## config.mk

```make
export PLATFORM = sky130hd
export DESIGN_NAME = cpu_run_ctrl
export DESIGN_NICKNAME = d
export VERILOG_FILES = /design/src/rtl/cpu_run_ctrl.sv
export SDC_FILE = /design/constraint.sdc
export NUM_CORES = 1
export LEC_CHECK = 0
export CAP_MARGIN = 20
export CORE_MARGIN = 4
export CORE_UTILIZATION = 40
export CTS_BUF_LIST = sky130_fd_sc_hd__clkbuf_4 sky130_fd_sc_hd__clkbuf_8 sky130_fd_sc_hd__clkbuf_16
export CTS_CLUSTER_SIZE = 10
export DETAILED_ROUTE_END_ITERATION = 10
export PLACE_DENSITY = 0.68
export SLEW_MARGIN = 40
export SYNTH_ARGS = -nofsm -noshare
export SYNTH_HDL_FRONTEND = slang
export SYNTH_SLANG_ARGS = --single-unit
```

## constraint.sdc

```tcl
create_clock -name clk -period 5.93 [get_ports clk]
set_input_delay 0.593 -clock clk [delete_from_list [all_inputs] [get_ports clk]]
set_output_delay 0.593 -clock clk [all_outputs]
set_load 0.005 [all_outputs]
```

## src/rtl/cpu_run_ctrl.sv

```systemverilog
// Run sequencer for the pipelined vector CPU: debounces the start button, holds the
// pipeline in reset until a run, then runs, drains in-flight writes and parks in DONE.
module cpu_run_ctrl #(
    parameter int DEBOUNCE_CYCLES = 16,
    parameter int DRAIN_CYCLES    = 4,
    parameter int WATCHDOG_CYCLES = 0,
    parameter int CNT_W           = 32
) (
    input  logic             clk,
    input  logic             rst,
    input  logic             start_button,
    input  logic             image_select,
    input  logic             halt_seen,
    output logic             cpu_rst,
    output logic             fetch_freeze,
    output logic             img_sel,
    output logic             busy,
    output logic             done,
    output logic             timeout,
    output logic [CNT_W-1:0] cycle_count,
    output logic [2:0]       state_dbg
);

    typedef enum logic [2:0] {
        IDLE  = 3'd0,
        LOAD  = 3'd1,
        RUN   = 3'd2,
        DRAIN = 3'd3,
        DONE  = 3'd4
    } state_t;

    localparam int DB_W = $clog2(DEBOUNCE_CYCLES + 1);
    localparam int DR_W = $clog2(DRAIN_CYCLES + 1);
    localparam logic [DB_W-1:0]  DB_LAST = DB_W'(DEBOUNCE_CYCLES - 1);
    localparam logic [DR_W-1:0]  DR_LAST = DR_W'(DRAIN_CYCLES - 1);
    localparam bit               WD_EN   = (WATCHDOG_CYCLES != 0);
    localparam logic [CNT_W-1:0] WD_LAST = CNT_W'(WD_EN ? WATCHDOG_CYCLES - 1 : 0);

    logic            btn_meta_q, btn_sync_q, img_meta_q, img_sync_q;
    logic            db_level_q, db_level_d;
    logic [DB_W-1:0] db_cnt_q, db_cnt_d;
    logic            start_pulse;

    state_t           state_q, state_d;
    logic [DR_W-1:0]  drain_q, drain_d;
    logic [CNT_W-1:0] cnt_q, cnt_d;
    logic             img_q, img_d;
    logic             to_q, to_d;

    // The debounced level only moves after DEBOUNCE_CYCLES consecutive differing samples.
    always_comb begin
        db_level_d  = db_level_q;
        db_cnt_d    = '0;
        start_pulse = 1'b0;
        if (btn_sync_q != db_level_q) begin
            if (db_cnt_q == DB_LAST) begin
                db_level_d  = btn_sync_q;
                start_pulse = btn_sync_q;
            end else begin
                db_cnt_d = db_cnt_q + 1'b1;
            end
        end
    end

    always_comb begin
        state_d = state_q;
        drain_d = drain_q;
        cnt_d   = cnt_q;
        img_d   = img_q;
        to_d    = to_q;
        case (state_q)
            IDLE: begin
                if (start_pulse) state_d = LOAD;
            end
            LOAD: begin
                img_d   = img_sync_q;
                cnt_d   = '0;
                to_d    = 1'b0;
                state_d = RUN;
            end
            RUN: begin
                if (cnt_q != '1) cnt_d = cnt_q + 1'b1;
                if (halt_seen) begin
                    state_d = DRAIN;
                    drain_d = DR_LAST;
                end else if (WD_EN && (cnt_q == WD_LAST)) begin
                    state_d = DRAIN;
                    drain_d = DR_LAST;
                    to_d    = 1'b1;
                end
            end
            DRAIN: begin
                if (drain_q == '0) state_d = DONE;
                else               drain_d = drain_q - 1'b1;
            end
            DONE: begin
                if (start_pulse) state_d = LOAD;
            end
            default: state_d = IDLE;
        endcase
    end

    always_ff @(posedge clk or negedge rst) begin
        if (!rst) begin
            btn_meta_q <= 1'b0;
            btn_sync_q <= 1'b0;
            img_meta_q <= 1'b0;
            img_sync_q <= 1'b0;
            db_level_q <= 1'b0;
            db_cnt_q   <= '0;
            state_q    <= IDLE;
            drain_q    <= '0;
            cnt_q      <= '0;
            img_q      <= 1'b0;
            to_q       <= 1'b0;
        end else begin
            btn_meta_q <= start_button;
            btn_sync_q <= btn_meta_q;
            img_meta_q <= image_select;
            img_sync_q <= img_meta_q;
            db_level_q <= db_level_d;
            db_cnt_q   <= db_cnt_d;
            state_q    <= state_d;
            drain_q    <= drain_d;
            cnt_q      <= cnt_d;
            img_q      <= img_d;
            to_q       <= to_d;
        end
    end

    // Pipeline controls decode from the state register so reset reaches them asynchronously.
    assign cpu_rst      = !((state_q == RUN) || (state_q == DRAIN));
    assign fetch_freeze = (state_q != RUN);
    assign busy         = (state_q == LOAD) || (state_q == RUN) || (state_q == DRAIN);
    assign done         = (state_q == DONE);
    assign img_sel      = img_q;
    assign timeout      = to_q;
    assign cycle_count  = cnt_q;
    assign state_dbg    = state_q;

endmodule

```

* Word level (Yosys, flattened, before mapping)
Index checks and enable logic that the tools add are counted.
** Storage, ports and cells
- Bits in registers :: 49
- Input port bits :: 5
- Output and inout port bits :: 41
- Word-level logic and storage cells :: 51
** Operators by class
- Add/sub/neg operators :: 3
- Equality and inequality tests :: 13
- Multiplexer cells :: 12
- Reductions and logical operators :: 13
** Operators with widths (number)
- $pmux 32 s2 :: 1
- $add 32x1->32 const B :: 1
- $mux 32 :: 1
- $ne 32x32->1 const B :: 1
- $mux 3 :: 4
- $pmux 3 s4 :: 1
- $mux 5 :: 2
- $ne 2x2->1 const B :: 4
- $eq 3x2->1 const B :: 2
- $logic_not 3->1 :: 2
- $pmux 3 s2 :: 1
- $reduce_and 3->1 :: 2
- $add 5x1->5 const B :: 1
- $eq 5x4->1 const B :: 1
- $reduce_and 2->1 :: 2
- $reduce_bool 2->1 :: 2
- $eq 3x1->1 const B :: 1
- $eq 3x3->1 const B :: 1
- $logic_or 1x1->1 :: 3
- $ne 3x2->1 const B :: 1
- $sub 3x1->3 const B :: 1
- $mux 1 :: 2
- $ne 2x1->1 const B :: 1
- $reduce_or 2->1 :: 1
- other kinds (2) :: 2

* Logic depth before layout (Yosys ltp)
Gate-level depths: netlist (run 1).
- Depth after elaboration :: 5
- Depth in mapped cells :: 9
- Depth with buffers taken out :: 7

* Worst setup path after synthesis (run 1)
Ideal clock, no wire load.
- Kind :: register -> output
- Start point :: register state_q[1] (netlist: state_dbg[1])
- End point :: output fetch_freeze
- Arrival :: 1.456 ns
- Required time :: 5.337 ns
- Slack :: 3.881 ns
- Cell stages (with the launch flop) :: 7
- Buffers on the path :: 2
- Cell sequence :: dfrtp_1 > buf_2 > nor2b_1 > inv_1 > nor2_1 > inv_1 > buf_2
** Between the ends
- Longest elaborated chain between the ends :: 1
** Ends and longest elaborated chain
- from (decl) :: line 44 : state_t state_q, state_d;
- from (signal assigned) :: line 123 : state_q <= state_d;
- $ne 3x2->1 :: line 133 : assign fetch_freeze = (state_q != RUN);
- to (decl) :: line 15 : output logic fetch_freeze,
No other way between the ends.

* Worst setup path in the final report (run 1)
Same ends and word-level chain as after synthesis.

==> results.cfg, run 1 <==
[run_status]
status = completed

[clocking]
clock_sinks = 49
postCtsSetupBuffers = 0
cts.repair.resized = 0
cts_root_buf = clkbuf_8
clk_latency_ns = 0.31
cts_buffers = 5
max-clock-path-buffers = 2
clk_pin_slew_worst_paths_ns = 0.09
h-tree-depth = 2
hold_buffers = 0
cts_tree = yes

[timing]
rsz0062_at_grt = no
clock_skew_ns = 0.0122
fin_crit_sh = 0.540
post-route-min-period_ns = 3.20
finalWorstSetupSlack_ns = 2.73
slew_violations = 0
timing.setup.tns_ns = 0
tightest_slew_ns = 0.711
setup-violations-final = 0
timing.fmax_mhz = 312
slew_headroom = 0.525
hold_violations = 0

[hold_path]
holdPathStages = 0
min_from = btn_meta_q
min_to = btn_sync_q
hp-class = flop to flop

[placement]
port_buffers = 44
pre_cts_slack_ns = 3.07
place_area_um2 = 3160
hpwlAfterDp_um = 4570
gp_congestion = 0.832

[route]
wl_met1_um = 3110
vias_per_cell = 5.84
wl_met2_um = 3080
post_drt_wl_per_cell_um = 16.0
totalWireLength_um = 6530
wl_met3_um = 277
num_vias = 2390
ant_nets = 0
drt_iter0_drc = 210
dr.pass1.iters = 4
drc_errors = 0
top_layer = met4

[yosys]
synth_area_um2 = 2690
avgSynthCellArea_um2 = 9.24
synth_flop_cell = dfrtp_1
synthAdderAreaFrac = 0.0186
synth_warnings = 0
synth_xor_area_frac = 0.00978
synthSimpleGateAreaFrac = 0.265
async_reset_ff_frac = 1.00
synth_edf_count = 0
syn-instance-count = 291
synth_top_family_by_area = simple AND/OR/NAND/NOR gates
postSynthRegisterBits = 49
synth.area.mux_share = 0.0154
seq_area_frac_synth = 0.456
synth_nets = 300
post_synth_num_cell_types = 55
synth_compound_area_frac = 0.189

[critical_path]
rrSetupSlack_ns = 3.18
worstPathCellList = nor2b_1 > inv_1 > nor2_1 > buf_4 > inv_1 > clkdlybuf4s50_1
crit_required_ns = 5.34
timing.critical_path.mode_cell = inv_1
cp_num_buf_inv = 4
cp_max_fo = 25
crit_type = flop to primary output
worstRegToRegCells = 5
critPathMaxStageDelay_ns = 0.57
reg2reg_to = cycle_count[22]
cp_top_family = buffers and inverters
cp_slowest_cell = clkdlybuf4s50_1
setup.worst_path.start_class = flop
end_kind = primary output
r2r_start = cycle_count[12]
cp.arrival_ns = 2.61

[global_route]
grt_first_pass_wirelength_um = 11000
antenna_found_initial = 0
grt.total_usage = 0.162
gr-total-overflow = 0
first_global_vias = 2276
grt_max_degree = 50

[power]
ir_drop_mv = 0.117
p_leak_nw = 1.28
power_density_nw_per_um2 = 317

[final_layout]
fillers = 606
antenna_cells = 0
drive_gt1_frac = 0.0633
area_growth_pct = 22.0
postLayoutCellArea_um2 = 3280
fin_nets = 340

[floorplan]
fp.dieH_um = 90.0
dieArea_um2 = 8090
die_x_um = 90.0
coreArea_um2 = 6420
fp-row-count = 29
start_util = 0.418
io_pins = 46

[run]
drv_cap = 0
## flip-flops by register name, summed over array words and instances, names as in the netlist
name,cells
btn_sync_q,1
db_cnt_q,5
img_meta_q,1
img_sync_q,1
db_level_q,1
cycle_count,32
state_dbg,3
btn_meta_q,1
drain_q,3
img_sel,1
## stage by stage
step	hold slack (ns)	utilization	instances	power, W
floorplan	0.297	-	291	0.000683
global placement	0.337	0.490	400	0.000785
detailed placement	0.338	0.493	401	0.000801
CTS	0.361	0.511	409	0.00105
global route	0.374	0.511	409	0.00111
finish	0.357	0.511	409	0.00104
## Yosys cell counts (2+ instances only)
| master | n | share of area |
|---|---|---|
| nor4_1 | 6 | 0.014 |
| inv_1 | 9 | 0.013 |
| nand2b_1 | 2 | 0.0047 |
| o41ai_1 | 2 | 0.0065 |
| dfrtp_1 | 49 | 0.46 |
| mux2i_1 | 3 | 0.011 |
| clkbuf_1 | 5 | 0.0070 |
| nand3_1 | 15 | 0.028 |
| a31oi_1 | 6 | 0.014 |
| nand2_1 | 31 | 0.043 |
| and3_1 | 3 | 0.0070 |
| a22oi_1 | 3 | 0.0084 |
| a32o_1 | 2 | 0.0074 |
| nor3b_1 | 2 | 0.0056 |
| a21oi_1 | 9 | 0.017 |
| o21ai_0 | 28 | 0.052 |
| nand4_1 | 23 | 0.054 |
| ha_1 | 4 | 0.019 |
| and2_1 | 4 | 0.0093 |
| o31ai_1 | 9 | 0.025 |
| xnor2_1 | 3 | 0.0098 |
| buf_2 | 5 | 0.0093 |
| o311ai_0 | 4 | 0.013 |
| nor3_1 | 9 | 0.017 |
| nor2b_1 | 3 | 0.0070 |
| nor2_1 | 19 | 0.027 |
| and4_1 | 4 | 0.013 |
| buf_6 | 2 | 0.0084 |
## cells in the final DEF (no fill, tap or decap), types with 2 or more instances in the layout
cell type | netlist | routed
clkdlybuf4s50_1 | 0 | 43
and2_1 | 4 | 4
o31ai_1 | 9 | 9
xnor2_1 | 3 | 3
a22oi_1 | 3 | 3
and3_1 | 3 | 3
buf_4 | 1 | 2
nor3b_1 | 2 | 2
inv_1 | 9 | 9
mux2i_1 | 3 | 3
nand3_1 | 15 | 15
nor2b_1 | 3 | 3
and4_1 | 4 | 4
a21oi_1 | 9 | 9
o311ai_0 | 4 | 4
o41ai_1 | 2 | 2
nor3_1 | 9 | 9
nor4_1 | 6 | 5
a31oi_1 | 6 | 6
ha_1 | 4 | 4
a32o_1 | 2 | 2
clkbuf_8 | 1 | 5
nand2b_1 | 2 | 2
o21ai_0 | 28 | 28
dfrtp_1 | 49 | 49
nand2_1 | 31 | 31
nor2_1 | 19 | 19
nand4_1 | 23 | 23
## report_power, final
part	internal (W)	switching, W
sequential	0.000365	0.0000422
combinational	0.000156	0.000230
clock	0.000126	0.000119
## worst max path at each step
stage	slack [ns]	depth (start not counted)	endpoint	startpoint
floorplan	3.88	6	fetch_freeze	state_dbg[1]
global placement	3.16	6	fetch_freeze	state_dbg[1]
global route	2.53	6	fetch_freeze	state_dbg[1]
finish	2.73	6	fetch_freeze	state_dbg[1]
detailed placement	3.07	6	fetch_freeze	state_dbg[1]
CTS	2.74	6	fetch_freeze	state_dbg[1]
## area by class of cell
cell class	instances	area, um^2	share of cell area
Timing Repair Buffer	47	462	0.141
Clock inverter	3	46.3	0.0141
Tap cell	77	96.3	0.0294
Multi-Input combinational cell	219	1350	0.411
Inverter	9	33.8	0.0103
Clock buffer	5	68.8	0.0210
Sequential cell	49	1230	0.374
## cells by family (layout without fill, tap and decap cells)
group | after synthesis | after routing
xor+xnor | 3 | 3
fa+ha+maj | 4 | 4
compound gates | 76 | 76
mux | 4 | 4
flops | 49 | 49
other cells | 1 | 1
simple gates | 131 | 131
buf+inv | 23 | 64
## metal layers
metal  up-vias  global-route usage
li1       1177                   -
met1      1158               0.221
met2        50               0.266
met3         5              0.0334
met4         0              0.0395
met5         -                   0
No activity file was read; power rests on OpenSTA's default activity.
==> run 2, diff against run 1 <==
==> constraint.sdc (replaced) <==
create_clock -name clk -period 3.2 [get_ports clk]
set_input_delay 0.32 -clock clk [delete_from_list [all_inputs] [get_ports clk]]
set_output_delay 0.32 -clock clk [all_outputs]
set_load 0.005 [all_outputs]
==> results.cfg, run 2 (synthesis results as in run 1) <==
[run_status]
status = completed

[route]
post_drt_wl_per_cell_um = 16.2
drt_iter0_drc = 161
num_vias = 2421
totalWireLength_um = 6710
vias_per_cell = 5.86
dr.pass1.iters = 4
drc_errors = 0
ant_nets = 0

[critical_path]
end_kind = primary output
crit_required_ns = 2.88
r2r_start = state_dbg[1]
cp_num_buf_inv = 3
setup.worst_path.start_class = flop
cp_slowest_cell = clkdlybuf4s50_1
rrSetupSlack_ns = 0.78
worstRegToRegCells = 6
reg2reg_to = cycle_count[16]
worstPathCellList = nor2b_1 > inv_1 > nor2_1 > inv_1 > clkdlybuf4s50_1
crit_start = state_dbg[1]
path_depth = 5
cp.arrival_ns = 2.39
timing.critical_path.mode_cell = inv_1
crit_type = flop to primary output
critPathMaxStageDelay_ns = 0.64
cp_max_fo = 22
cp-endpoint = fetch_freeze
cp_top_family = buffers and inverters

[placement]
hpwlAfterDp_um = 4720
gp_congestion = 0.833
port_buffers = 44

[timing]
rsz0062_at_grt = no
timing.fmax_mhz = 369
hold_violations = 0
slew_headroom = 0.504
post-route-min-period_ns = 2.71
fin_crit_sh = 0.846
timing.setup.tns_ns = 0
slew_violations = 0
tightest_slew_ns = 0.743
setup-violations-final = 0
clock_skew_ns = 0.00451

[power]
ir_drop_mv = 0.248
power_w = 0.00186
power_density_nw_per_um2 = 568
p_leak_nw = 1.29

[final_layout]
antenna_cells = 0
multi_input_area_um2 = 1340
largest_register_ffs = 32
drive_gt1_frac = 0.0685
seq_area_um2 = 1230
final_common_cell = dfrtp_1
final_cell_mix = 49 x dfrtp_1, 43 x clkdlybuf4s50_1, 31 x nand2_1
fillers = 606
area_growth_pct = 21.8
fin_nets = 344
final_core_util = 0.510

[clocking]
hold_buffers = 1
postCtsSetupBuffers = 0
clk_latency_ns = 0.30
cts_buffers = 5
h-tree-depth = 2
cts_tree = yes
clk_pin_slew_worst_paths_ns = 0.09
cts.repair.resized = 0
cts_root_buf = clkbuf_8
max-clock-path-buffers = 2
clock_sinks = 49

[hold_path]
hp-class = flop to flop

[run]
drv_cap = 0

[global_route]
first_global_vias = 2319
grt.total_usage = 0.169
antenna_found_initial = 0
gr-total-overflow = 0
grt_max_degree = 30
grt_first_pass_wirelength_um = 11500

[floorplan]
dieArea_um2 = 8090
die_x_um = 90.0
coreArea_um2 = 6420
fp-row-count = 29
io_pins = 46
start_util = 0.418
fp.dieH_um = 90.0
run 2: layout make-up:
class	count	share of cell area
sequential	49	0.375
multi-input combinational	219	0.409
timing repair buffer	51	0.150
inverter	9	0.0103
clock inverter	2	0.00306
tap	77	0.0294
clock buffer	6	0.0233
run 2: metrics by stage:
stage	instance area [um^2]	instances	hold WS (ns)	setup slack [ns]
after floorplan	2690	291	0.0244	1.22
after global placement	3180	404	0.306	0.904
after detailed placement	3180	404	0.299	0.844
after CTS	3270	413	0.362	0.502
after global routing	3270	413	0.368	0.364
final	3270	413	0.358	0.493
run 2: worst min-delay path by stage:
| stage | cells after the start | slack, ns | from | endpoint |
|---|---|---|---|---|
| after floorplan | 0 | 0.02 | rst | btn_meta_q |
| after global placement | 1 | 0.31 | rst | drain_q[1] |
| after detailed placement | 1 | 0.30 | rst | drain_q[1] |
| after CTS | 0 | 0.36 | img_meta_q | img_sync_q |
| after global routing | 0 | 0.37 | img_meta_q | img_sync_q |
| final | 0 | 0.36 | img_meta_q | img_sync_q |
run 2: per-layer routing:
metal | vias up | share of wire | track usage
li1 | 1186 | - | -
met1 | 1171 | 0.48 | 0.238
met2 | 56 | 0.47 | 0.278
met3 | 8 | 0.038 | 0.0167
met4 | 0 | 0.011 | 0.0459
met5 | - | 0 | 0
run 2: where the power goes:
part | leakage (nW) | internal, W | switching (W)
clock network | 0.0484 | 0.000160 | 0.000200
registers | 0.653 | 0.000677 | 0.0000797
logic | 0.585 | 0.000296 | 0.000445
==> run 3, diff against run 2 <==
==> constraint.sdc (replaced) <==
create_clock -name clk -period 2.75 [get_ports clk]
set_input_delay 0.275 -clock clk [delete_from_list [all_inputs] [get_ports clk]]
set_output_delay 0.275 -clock clk [all_outputs]
set_load 0.005 [all_outputs]
==> results.cfg, run 3 (synthesis results as in run 1) <==
[final_layout]
final_common_cell = dfrtp_1
fin_nets = 349
area_growth_pct = 23.9
fillers = 599
final_cell_mix = 49 x dfrtp_1, 43 x clkdlybuf4s50_1, 31 x nand2_1
multi_input_area_um2 = 1340
seq_area_um2 = 1230
antenna_cells = 0
drive_gt1_frac = 0.0821
largest_register_ffs = 32

[global_route]
first_global_vias = 2375
grt_max_degree = 25
gr-total-overflow = 0
grt.total_usage = 0.172
antenna_found_initial = 0
grt_first_pass_wirelength_um = 11600

[floorplan]
dieArea_um2 = 8090
die_x_um = 90.0
io_pins = 46
fp.dieH_um = 90.0
coreArea_um2 = 6420
fp-row-count = 29
start_util = 0.418

[critical_path]
timing.critical_path.mode_cell = inv_1
r2r_start = cycle_count[13]
setup.worst_path.start_class = flop
path_depth = 5
cp.arrival_ns = 2.05
cp-endpoint = fetch_freeze
crit_required_ns = 2.48
cp_max_fo = 12
cp_top_family = buffers and inverters
reg2reg_to = cycle_count[14]
critPathMaxStageDelay_ns = 0.60
end_kind = primary output
worstRegToRegCells = 5
crit_type = flop to primary output
crit_start = state_dbg[1]
cp_num_buf_inv = 3
cp_slowest_cell = clkdlybuf4s50_1
worstPathCellList = nor2b_1 > inv_1 > nor2_1 > inv_1 > clkdlybuf4s50_1
rrSetupSlack_ns = 0.49

[clocking]
clk_pin_slew_worst_paths_ns = 0.09
clock_sinks = 49
cts_tree = yes
cts_buffers = 5
hold_buffers = 1
max-clock-path-buffers = 2
cts_root_buf = clkbuf_8
cts.repair.resized = 0
h-tree-depth = 2
postCtsSetupBuffers = 0
clk_latency_ns = 0.31

[timing]
rsz0062_at_grt = no
hold_violations = 0
fin_crit_sh = 0.845
setup-violations-final = 0
tightest_slew_ns = 0.705
clock_skew_ns = 0.00768
slew_violations = 0
timing.fmax_mhz = 431
hold_slack_ns = 0.355
slew_headroom = 0.527
post-route-min-period_ns = 2.32
timing.setup.tns_ns = 0

[route]
vias_per_cell = 5.90
post_drt_wl_per_cell_um = 16.2
dr.pass1.iters = 4
drc_errors = 0
drt_iter0_drc = 135
ant_nets = 0
num_vias = 2467
totalWireLength_um = 6770

[run]
drv_cap = 0

[power]
ir_drop_mv = 0.331
power_density_nw_per_um2 = 658
p_leak_nw = 1.31

[run_status]
status = completed

[placement]
gp_congestion = 0.790
port_buffers = 44
hpwlAfterDp_um = 4880

[hold_path]
hp-class = flop to flop
min_from = img_meta_q
[run 3: changes by cell type in the layout (fill, tap and decap cells not counted), sizes merged]
| cell | previous run | this run |
|---|---|---|
| clkinvlp | 0 | 1 |
| clkbuf | 6 | 5 |
| buf | 7 | 12 |
[run 3: per-stage QoR]
step           utilization  power, W  setup WS [ns]  cell area (um^2)  cells
3_5_place_dp         0.504   0.00178          0.473              3230    409
6_report             0.519   0.00219          0.427              3330    418
3_3_place_gp         0.499   0.00176          0.619              3210    408
4_1_cts              0.519   0.00221          0.410              3330    418
5_1_grt              0.519   0.00236          0.243              3330    418
2_1_floorplan            -   0.00147          0.768              2690    291
[run 3: report_power, final]
| group | internal [W] | switching (W) | leakage [nW] | total (W) |
|---|---|---|---|---|
| clock | 0.000176 | 0.000248 | 0.0439 | 0.000425 |
| sequential | 0.000788 | 0.0000675 | 0.653 | 0.000856 |
| combinational | 0.000375 | 0.000537 | 0.616 | 0.000912 |
| total | 0.00134 | 0.000853 | 1.31 | 0.00219 |
[run 3: area by class of cell]
class                           count  area share
Inverter                            9      0.0101
Sequential cell                    49       0.368
Clock inverter                      3     0.00526
Multi-Input combinational cell    219       0.402
Timing Repair Buffer               56       0.165
Tap cell                           77      0.0289
Clock buffer                        5      0.0207
[run 3: worst min-delay path by stage]
stage                 endpoint  slack [ns]  depth (start not counted)
floorplan           btn_meta_q       -0.02                          0
global placement    img_sync_q        0.33                          0
detailed placement  drain_q[1]        0.21                          1
CTS                 img_sync_q        0.36                          0
global route        img_sync_q        0.37                          0
finish              img_sync_q        0.35                          0
[run 3: layer usage]
metal | share of wire | wire (um) | vias up | GRT usage
met5 | 0 | 0 | - | 0
met4 | 0.012 | 84 | 0 | 0.0548
met3 | 0.045 | 303 | 5 | 0.0267
met2 | 0.49 | 3300 | 64 | 0.281
met1 | 0.45 | 3070 | 1198 | 0.235
li1 | - | - | 1200 | -
==> variant, RTL diff (settings of run 2) <==
Add an input register stage for `start_button`, `image_select` and `halt_seen`, without a reset; this delays them by one clock.
--- a/src/rtl/cpu_run_ctrl.sv
+++ b/src/rtl/cpu_run_ctrl.sv
@@ -37,2 +37,12 @@
     localparam logic [CNT_W-1:0] WD_LAST = CNT_W'(WD_EN ? WATCHDOG_CYCLES - 1 : 0);
+
+    logic start_button_q;
+    logic image_select_q;
+    logic halt_seen_q;
+
+    always_ff @(posedge clk) begin
+        start_button_q <= start_button;
+        image_select_q <= image_select;
+        halt_seen_q    <= halt_seen;
+    end
 
@@ -82,3 +92,3 @@
                 if (cnt_q != '1) cnt_d = cnt_q + 1'b1;
-                if (halt_seen) begin
+                if (halt_seen_q) begin
                     state_d = DRAIN;
@@ -116,5 +126,5 @@
         end else begin
-            btn_meta_q <= start_button;
+            btn_meta_q <= start_button_q;
             btn_sync_q <= btn_meta_q;
-            img_meta_q <= image_select;
+            img_meta_q <= image_select_q;
             img_sync_q <= img_meta_q;
Behaviour: no difference found for any inputs over 10 cycles, from zero or initial values and one cycle with rst low; that may be too few to reach the edited logic, so the function may still have changed.
==> variant against run 2 <==
- cell count fell by 1.7%
- sequential power is 7.1% higher
- non-clock buffer count is 2 lower
- count of clock-buffer cells in the layout fell by 1
- utilization grew 0.12 points
- cell area rose by 0.23%
- total power up 5.8%
- worst setup slack improved by 0.32 ns
- synthesized cell count decreased by 2.7%
- sequential cell count up 3
- routed wire length fell by 6.8%
- global-route usage decreased by 1.0 points
- synthesized area decreased by 0.61%
- critical endpoint is now cycle_count[12]
- largest cell class is now sequential cells
- largest power group unchanged
==> variant: results (changes against run 2) <==
stage,metric,value,unit,change
finish,fill cell count,585,,was 606
routing,DRT met1 WL,2960,microns,was 3200 microns
place,Post-DP Area,3170,sq um,was 3180 sq um
finish,layout cells sized above 1,8.21,%,was 6.85%
setup_path,Crit-path slowest cell,a31o_2,,was clkdlybuf4s50_1
clocking,# clock sinks,52,,was 49
routing,met3 WL,326,microns,was 257 microns
power_and_ir_drop,Max VDD drop,0.261,mV,was 0.248 mV
finish,Post-Layout Cell Count,406,,was 413
routing,DR pass1 iterations,5,,was 4
timing,Worst Skew,0.0138,ns,was 0.00451 ns
global_routing,vias in the first global route,2160,,was 2319
finish,Multi-In Gates,209,,was 219
run_status,run status,"finished, final reports clean",,unchanged
setup_path,Crit path max-delay family,compound AO/OA/AOI/OAI gates,,was buffers and inverters
global_routing,met3 usage,3.67,%,was 1.67%
yosys,multiplexer area fraction after synthesis,1.22,%,was 1.54%
finish,Area Growth Syn to Fin,22.8,%,was 21.8%
setup_path,CP Max Fanout,29,,was 22
global_routing,first-pass GRT wire length,10700,microns,was 11500 microns
finish,Signal buf overhead,14.6,%,was 15.0%
global_routing,largest net degree at the start of global routing,33,,was 30
yosys,Synth Net Count,292,,was 300
finish,Layout Nets,337,,was 344
yosys,Synth Area in XOR/XNOR,1.97,%,was 0.978%
yosys,"Distinct cells, synth",54,,was 55
power_and_ir_drop,Psw,794,uW,was 725 uW
finish,# clk buffers,5,,was 6
yosys,Post-synth top cells,"dfrtp_1, nand2_1, nand3_1, o21ai_0, nor2_1",,"was dfrtp_1, nand2_1, o21ai_0"
finish,sequential cell area share,39.2,%,was 37.5%
finish,Non-clock buffers,49,,was 51
finish,inverters,11,,was 9
setup_path,Crit Reg-Reg Endpoint,cycle_count[12],,was cycle_count[16]
global_routing,grt met2 use,25.5,%,was 27.8%
yosys,area share of fa/ha/maj cells after synthesis,1.87,%,was 1.86%
yosys,asr flop ratio synth,94.2,%,was 100%
place,RePlAce Congestion,0.817,,was 0.833
timing,worst hold slack,0.334,ns,was 0.358 ns
-- variant: changes by cell type in the layout (fill, tap and decap cells not counted), moves of 5 or more --
cell,delta
nand4_1,-11
nand3_1,+9
o31ai_1,-7
a21oi_1,+6
nor3_1,-6
nand2_1,+5
nor4_1,-5
-- variant: worst min path at each step --
stage	start	endpoint	cells after the start
2_1_floorplan	rst	btn_meta_q	0
3_5_place_dp	image_select_q	img_meta_q	0
5_1_grt	image_select_q	img_meta_q	0
3_3_place_gp	start_button_q	btn_meta_q	0
4_1_cts	rst	cycle_count[26]	1
6_report	start_button_q	btn_meta_q	0
-- variant: power groups by stage --
stage / Combinational (uW) / Sequential (uW) / Clock, uW
after floorplan: 517 / 796 / 0
after global placement: 730 / 818 / 0
after detailed placement: 739 / 824 / 0
after CTS: 745 / 811 / 431
after global routing: 828 / 822 / 457
final: 743 / 811 / 413
